### src/rtl/blink_pkg.sv
// Shared types and default sizing for the blink_meter block.
package blink_pkg;

  localparam int unsigned CNT_W_DEF   = 32'd32;
  localparam int unsigned TIMEOUT_DEF = 32'd1000000;

  typedef enum logic [1:0] {
    IDLE    = 2'd0,
    RUN     = 2'd1,
    STALLED = 2'd2
  } meter_state_t;

endpackage

### src/rtl/blink_meter_if.sv
// Measurement bus of blink_meter: monitored input, clear, and measurement results.
interface blink_meter_if #(
  parameter int unsigned CNT_W = blink_pkg::CNT_W_DEF
);
  logic             sig_in;
  logic             clr;
  logic [CNT_W-1:0] period;
  logic [CNT_W-1:0] high_time;
  logic             meas_valid;
  logic             stalled;
  logic [CNT_W-1:0] edge_count;

  modport master (
    output sig_in, clr,
    input  period, high_time, meas_valid, stalled, edge_count
  );

  modport slave (
    input  sig_in, clr,
    output period, high_time, meas_valid, stalled, edge_count
  );
endinterface

### src/rtl/blink_sync_edge.sv
// Synchronizer, optional deglitch filter (BLINK_METER_DEGLITCH_EN) and rise/fall pulse generator.
module blink_sync_edge #(
  parameter int unsigned SYNC_STAGES = 32'd2,
  parameter int unsigned FILT_LEN    = 32'd4
) (
  input  logic clk,
  input  logic rst_n,
  input  logic sig_i,
  output logic rise_o,
  output logic fall_o
);

  logic [SYNC_STAGES-1:0] sync_q;
  logic                   synced_s;
  logic                   level_s;
  logic                   prev_q;

  // synchronizer shift chain
  always_ff @(posedge clk or negedge rst_n) begin
    if (!rst_n) begin
      sync_q <= '0;
    end else begin
      sync_q <= {sync_q[SYNC_STAGES-2:0], sig_i};
    end
  end

  assign synced_s = sync_q[SYNC_STAGES-1];

`ifdef BLINK_METER_DEGLITCH_EN
  localparam int unsigned FCW = $clog2(FILT_LEN + 32'd1);

  logic           filt_q, filt_d;
  logic [FCW-1:0] fcnt_q, fcnt_d;

  // level follows synced only after FILT_LEN consecutive differing cycles
  always_comb begin
    filt_d = filt_q;
    fcnt_d = '0;
    if (synced_s != filt_q) begin
      if (fcnt_q == FCW'(FILT_LEN - 32'd1)) begin
        filt_d = synced_s;
        fcnt_d = '0;
      end else begin
        fcnt_d = fcnt_q + FCW'(1);
      end
    end else begin
      fcnt_d = '0;
    end
  end

  // filter state
  always_ff @(posedge clk or negedge rst_n) begin
    if (!rst_n) begin
      filt_q <= 1'b0;
      fcnt_q <= '0;
    end else begin
      filt_q <= filt_d;
      fcnt_q <= fcnt_d;
    end
  end

  assign level_s = filt_q;
`else
  logic unused_filt_len_s;
  assign unused_filt_len_s = (FILT_LEN > 32'd0);
  assign level_s           = synced_s;
`endif

  // history flop for edge detection
  always_ff @(posedge clk or negedge rst_n) begin
    if (!rst_n) begin
      prev_q <= 1'b0;
    end else begin
      prev_q <= level_s;
    end
  end

  assign rise_o = level_s & ~prev_q;
  assign fall_o = ~level_s & prev_q;

endmodule

### src/rtl/blink_meter.sv
// Period / high-time / edge-count meter with stall detection for a toggling input.
// Optional deglitch filter enabled by defining BLINK_METER_DEGLITCH_EN.
module blink_meter
  import blink_pkg::*;
#(
  parameter int unsigned CNT_W       = CNT_W_DEF,
  parameter int unsigned SYNC_STAGES = 32'd2,
  parameter int unsigned TIMEOUT     = TIMEOUT_DEF,
  parameter int unsigned FILT_LEN    = 32'd4
) (
  input  logic          clk,
  input  logic          rst_n,
  blink_meter_if.slave  bus
);

  localparam logic [CNT_W-1:0] CNT_MAX   = '1;
  localparam logic [CNT_W-1:0] TIMEOUT_C = CNT_W'(TIMEOUT);
  localparam logic [CNT_W-1:0] ONE_C     = CNT_W'(1);

  meter_state_t     state_q, state_d;
  logic [CNT_W-1:0] cyc_q, cyc_d;
  logic [CNT_W-1:0] hi_lat_q, hi_lat_d;
  logic [CNT_W-1:0] period_q, period_d;
  logic [CNT_W-1:0] high_q, high_d;
  logic [CNT_W-1:0] edge_q, edge_d;
  logic             mv_q, mv_d;
  logic             stalled_q, stalled_d;
  logic             rise_s, fall_s;

  blink_sync_edge #(
    .SYNC_STAGES (SYNC_STAGES),
    .FILT_LEN    (FILT_LEN)
  ) u_sync_edge (
    .clk    (clk),
    .rst_n  (rst_n),
    .sig_i  (bus.sig_in),
    .rise_o (rise_s),
    .fall_o (fall_s)
  );

  // next-state and measurement logic; clr overrides every edge
  always_comb begin
    state_d   = state_q;
    cyc_d     = cyc_q;
    hi_lat_d  = hi_lat_q;
    period_d  = period_q;
    high_d    = high_q;
    edge_d    = edge_q;
    mv_d      = 1'b0;
    stalled_d = stalled_q;
    if (bus.clr) begin
      state_d   = IDLE;
      cyc_d     = '0;
      hi_lat_d  = '0;
      period_d  = '0;
      high_d    = '0;
      edge_d    = '0;
      stalled_d = 1'b0;
    end else begin
      case (state_q)
        IDLE: begin
          if (rise_s) begin
            state_d = RUN;
            cyc_d   = ONE_C;
            edge_d  = edge_q + ONE_C;
          end else begin
            state_d = IDLE;
          end
        end
        RUN: begin
          if (cyc_q != CNT_MAX) begin
            cyc_d = cyc_q + ONE_C;
          end else begin
            cyc_d = cyc_q;
          end
          if (fall_s) begin
            hi_lat_d = cyc_q;
          end else begin
            hi_lat_d = hi_lat_q;
          end
          // a rise coinciding with the timeout is a normal measurement
          if (rise_s) begin
            period_d = cyc_q;
            high_d   = hi_lat_q;
            mv_d     = 1'b1;
            cyc_d    = ONE_C;
            edge_d   = edge_q + ONE_C;
          end else if (cyc_q == TIMEOUT_C) begin
            state_d   = STALLED;
            stalled_d = 1'b1;
          end else begin
            state_d = RUN;
          end
        end
        STALLED: begin
          if (rise_s) begin
            state_d   = RUN;
            stalled_d = 1'b0;
            cyc_d     = ONE_C;
            edge_d    = edge_q + ONE_C;
          end else begin
            stalled_d = 1'b1;
          end
        end
        default: begin
          state_d = IDLE;
        end
      endcase
    end
  end

  // state and measurement registers
  always_ff @(posedge clk or negedge rst_n) begin
    if (!rst_n) begin
      state_q   <= IDLE;
      cyc_q     <= '0;
      hi_lat_q  <= '0;
      period_q  <= '0;
      high_q    <= '0;
      edge_q    <= '0;
      mv_q      <= 1'b0;
      stalled_q <= 1'b0;
    end else begin
      state_q   <= state_d;
      cyc_q     <= cyc_d;
      hi_lat_q  <= hi_lat_d;
      period_q  <= period_d;
      high_q    <= high_d;
      edge_q    <= edge_d;
      mv_q      <= mv_d;
      stalled_q <= stalled_d;
    end
  end

  assign bus.period     = period_q;
  assign bus.high_time  = high_q;
  assign bus.edge_count = edge_q;
  assign bus.meas_valid = mv_q;
  assign bus.stalled    = stalled_q;

endmodule

### src/flat_wrapper.sv
// flat-port wrapper written by rule: the top's interface ports become plain ports
module blink_meter_flat import blink_pkg::*;
#(
  parameter int unsigned CNT_W       = CNT_W_DEF,
  parameter int unsigned SYNC_STAGES = 32'd2,
  parameter int unsigned TIMEOUT     = TIMEOUT_DEF,
  parameter int unsigned FILT_LEN    = 32'd4
)
  (clk, rst_n, bus_sig_in, bus_clr, bus_period, bus_high_time, bus_meas_valid, bus_stalled, bus_edge_count);
  blink_meter_if #(.CNT_W(CNT_W)) bus_i ();
  input  logic clk;
  input  logic rst_n;
  input wire logic [$bits(bus_i.sig_in)-1:0] bus_sig_in;
  input wire logic [$bits(bus_i.clr)-1:0] bus_clr;
  output wire logic [$bits(bus_i.period)-1:0] bus_period;
  output wire logic [$bits(bus_i.high_time)-1:0] bus_high_time;
  output wire logic [$bits(bus_i.meas_valid)-1:0] bus_meas_valid;
  output wire logic [$bits(bus_i.stalled)-1:0] bus_stalled;
  output wire logic [$bits(bus_i.edge_count)-1:0] bus_edge_count;
  assign bus_i.sig_in = bus_sig_in;
  assign bus_i.clr = bus_clr;
  assign bus_period = bus_i.period;
  assign bus_high_time = bus_i.high_time;
  assign bus_meas_valid = bus_i.meas_valid;
  assign bus_stalled = bus_i.stalled;
  assign bus_edge_count = bus_i.edge_count;
  blink_meter #(.CNT_W(CNT_W), .SYNC_STAGES(SYNC_STAGES), .TIMEOUT(TIMEOUT), .FILT_LEN(FILT_LEN)) u_core (.clk(clk), .rst_n(rst_n), .bus(bus_i));
endmodule
### config.mk
export PLATFORM = sky130hd
export DESIGN_NAME = blink_meter_flat
export DESIGN_NICKNAME = d
export VERILOG_FILES = /design/src/rtl/blink_pkg.sv /design/src/rtl/blink_meter_if.sv /design/src/rtl/blink_sync_edge.sv /design/src/rtl/blink_meter.sv /design/src/flat_wrapper.sv
export SDC_FILE = /design/constraint.sdc
export NUM_CORES = 1
export LEC_CHECK = 0
export ABC_AREA = 1
export BUFFER_PORTS_ARGS = -buffer_cell sky130_fd_sc_hd__buf_2
export CORE_ASPECT_RATIO = 1.1
export CORE_MARGIN = 3
export CORE_UTILIZATION = 63
export CTS_CLUSTER_DIAMETER = 60
export CTS_CLUSTER_SIZE = 10
export DETAILED_ROUTE_END_ITERATION = 6
export PLACE_DENSITY = 0.86
export SETUP_SLACK_MARGIN = 0.05
export SYNTH_ARGS = -nofsm -noshare
export SYNTH_HDL_FRONTEND = slang
export SYNTH_SLANG_ARGS = --single-unit
### constraint.sdc
create_clock -name clk -period 3.2 [get_ports clk]
set_input_delay 0.64 -clock clk [delete_from_list [all_inputs] [get_ports clk]]
set_output_delay 0.64 -clock clk [all_outputs]
set_load 0.02 [all_outputs]
==> impl_results.md <==
* CP Buf/Inv Count at 2
* Slowest CP cell: o21ai_4
* DP HPWL at 14300 µm
* Maxcap violations at 0
* Distinct cells, synth at 35
* Via Count at 7297
* Ys async rst share at 100%
* Final instance area at 0.00954 mm²
* First-pass GRT wire length at 34200 µm
* Tcrit/Tclk final at 68.4%
* GRT Resource Usage Total at 29.4%
* Utilization after layout at 74.8%
* Yosys top cell by area: dfrtp_1
* Worst Skew at 5.68 ps
* Max rail drop VDD at 0.369 mV
* Mapped Area at 0.00832 mm²
* GRT Residual Overflow at 0
* Minimum clock period at 2190 ps
* Synth cell count leaders: 264 x nand2_1, 178 x inv_1, 167 x dfrtp_1
* H-tree depth reported by CTS at 4
* Slew HR at 43.3%
* Non-filler instance count after layout at 1305
* Synth top area share at 50.2%
* Instance count on the critical path at 5
* M2 GR Usage at 49.4%
* M3 GR Usage at 6.11%
* Worst slew pin tran at 848 ps
* Most Used Layer, Global Route: met2
* Status: finished clean
* Clock transition at path regs at 60 ps
* Layout cells sized above 1 at 17.1%
* Routed vias/inst at 5.59
* Critical Path End Type: register
* Pins Over Slew Limit at 0
* Final nets at 1142
* Worst Path Required at 3480 ps
* Post-synth EDFFs at 0
* # setup viols final at 0
* CP top delay family: compound AO/OA/AOI/OAI gates
* Post-route ant nets at 0
* Vias in the first global route at 7136
* Hold slack at 71.7 ps
* Die Span Y at 127 µm
* Initial Util at 65.3%
* Setup crit start: u_core.u_sync_edge.prev_q$_DFF_PN0_
* Met1 Usage GRT at 37.5%
* Largest net degree at the start of global routing at 71
* Setup crit start kind: register
* Synth area leaders: dfrtp_1 50%, nand2_1 12%, inv_1 8.0%
* Total CTS buffers at 17
* Ys flop type: dfrtp_1
* CP endpoint: u_core.bus.period[10]$_DFFE_PN0P_
* Sequential share of the synthesized area at 50.2%
* Reg2reg end: u_core.bus.period[10]$_DFFE_PN0P_
* Inst Count DP at 1273
* Pwr per Cell Area at 482 mW/mm²
* Initial antenna violation count at 0
* Worst Path Arrival at 2470 ps
* Cells after synthesis at 1039
* Max Fclk at 457 MHz
* CTS tree: built
* Core footprint at 0.0128 mm²
* Postcts setup bufs at 0
* CTS Buffer Depth at 2
* Drt drc at 0
* Die W at 116 µm
* CP Cell Sequence: inv_1 -> nand2_2 -> o21ai_4 -> buf_4 -> o22ai_1
* Synthesized area per cell at 8.01 µm²
* Wire per inst at 15.9 µm
* Sum Neg Setup Slack at 0 ps
* I/O pin count at 102
* Number of synthesized register bits at 167
* Most frequent cell after synthesis: nand2_1
* Final hold violations at 0
* RSZ-0062 raised after global routing: false
* Clock tree sinks at 167
* R2R cell count at 5
* Full die area at 0.0146 mm²
* Leakage at 0.00435 µW
* Clock tree root driver cell: clkbuf_16
* Cts hold-fix bufs at 0
* Max FO, Critical Path at 34
* Initial DRT Pass Iterations at 6
* Ys Warns at 0
* Area post-placement at 0.00890 mm²
* Worst R2R Start: u_core.u_sync_edge.prev_q$_DFF_PN0_
* Crit path kind: reg -> reg
* Hold Path Class: in -> async
* Post-cts sizing count at 0
* Gpl congestion at 0.943
* Row count at 43
* Initial DRC Count at 675
* R2R setup slack at 1010 ps
* IO buf count at 101
* Area grow syn2layout at 14.6%
* Clock Latency Late Sink at 420 ps
* Routed wire length at 20700 µm
* Syn_nets at 1046
* Diode count at 0
* CP peak stage delay at 720 ps
[routing by layer]
metal | share of wire (%) | vias to the layer above
met1 | 40 | 3471
met2 | 51 | 295
met4 | 2.8 | 0
met5 | 0 | -
li1 | - | 3477
met3 | 6.0 | 54
[cell usage in the layout (no fill, tap or decap), types with 2 or more instances in the layout]
cell type,n
buf_4,8
nor2_1,137
clkinv_2,2
inv_1,178
bufinv_16,4
nor3_1,2
nand2_2,4
ha_1,3
xor2_1,16
clkbuf_8,2
dfrtp_1,167
o21bai_1,2
inv_2,5
nor3_2,2
nand3_4,2
o21ai_2,29
o21ai_1,3
o21ai_0,17
nor3b_1,2
clkinv_4,2
clkbuf_1,2
buf_2,100
nand2_1,264
nand3_1,37
o22ai_1,96
nor2_4,3
buf_12,2
clkbuf_16,17
nand4_1,13
a21oi_1,8
nor2_2,6
clkinvlp_4,2
[state kept, by name, summed over array words and instances, names as in the netlist, 2 cells and up]
name	flops
u_core.bus.edge_count	32
u_core.bus.high_time	32
u_core.bus.period	32
u_core.cyc_q	32
u_core.hi_lat_q	32
u_core.state_q	2
u_core.u_sync_edge.sync_q	2
[worst reg2reg max path, stage by stage (launching register included)]
cell and delay (ps):
dfrtp_1 370, inv_1 140, nand2_2 170, o21ai_4 720
buf_4 470, o22ai_1 180
[report_power, final]
part / internal [µW] / switching, µW / total [µW]
Sequential: 2130 / 26.2 / 2160
Clock: 1350 / 829 / 2180
Combinational: 58.3 / 205 / 263
Total: 3540 / 1060 / 4600
[metrics by stage]
step	setup WS (ps)	total power [µW]
finish	1010	4600
global route	866	4730
CTS	1020	4620
detailed placement	871	2460
global placement	976	2450
floorplan	1560	2360
[kinds of logic after synthesis]
group                    Yosys count  synth area share [%]
flip-flops                       167                  50.2
AO/OA/AOI/OAI                    161                  12.8
buffers and inverters            217                  11.2
AND/OR/NAND/NOR                  475                  23.7
XOR/XNOR                          16                  1.68
adder cells (fa/ha/maj)            3                 0.451
[area by class of cell]
type                       count  area, µm²
sequential                   167       4180
timing repair buffer         111        612
clock inverter                11        171
inverter                     183        687
multi-input combinational    655       3230
tap                          157        196
clock buffer                  21        460
fill                         952       3210
[worst min path at each step]
stage	slack (ps)	to
6_report	70	u_core.bus.high_time[9]$_DFFE_PN0P_
5_1_grt	80	u_core.bus.high_time[9]$_DFFE_PN0P_
4_1_cts	70	u_core.bus.high_time[12]$_DFFE_PN0P_
3_5_place_dp	350	u_core.u_sync_edge.sync_q[1]$_DFF_PN0_
3_3_place_gp	340	u_core.u_sync_edge.sync_q[1]$_DFF_PN0_
2_1_floorplan	330	u_core.u_sync_edge.sync_q[1]$_DFF_PN0_
Power figures use the tool's default switching activity.
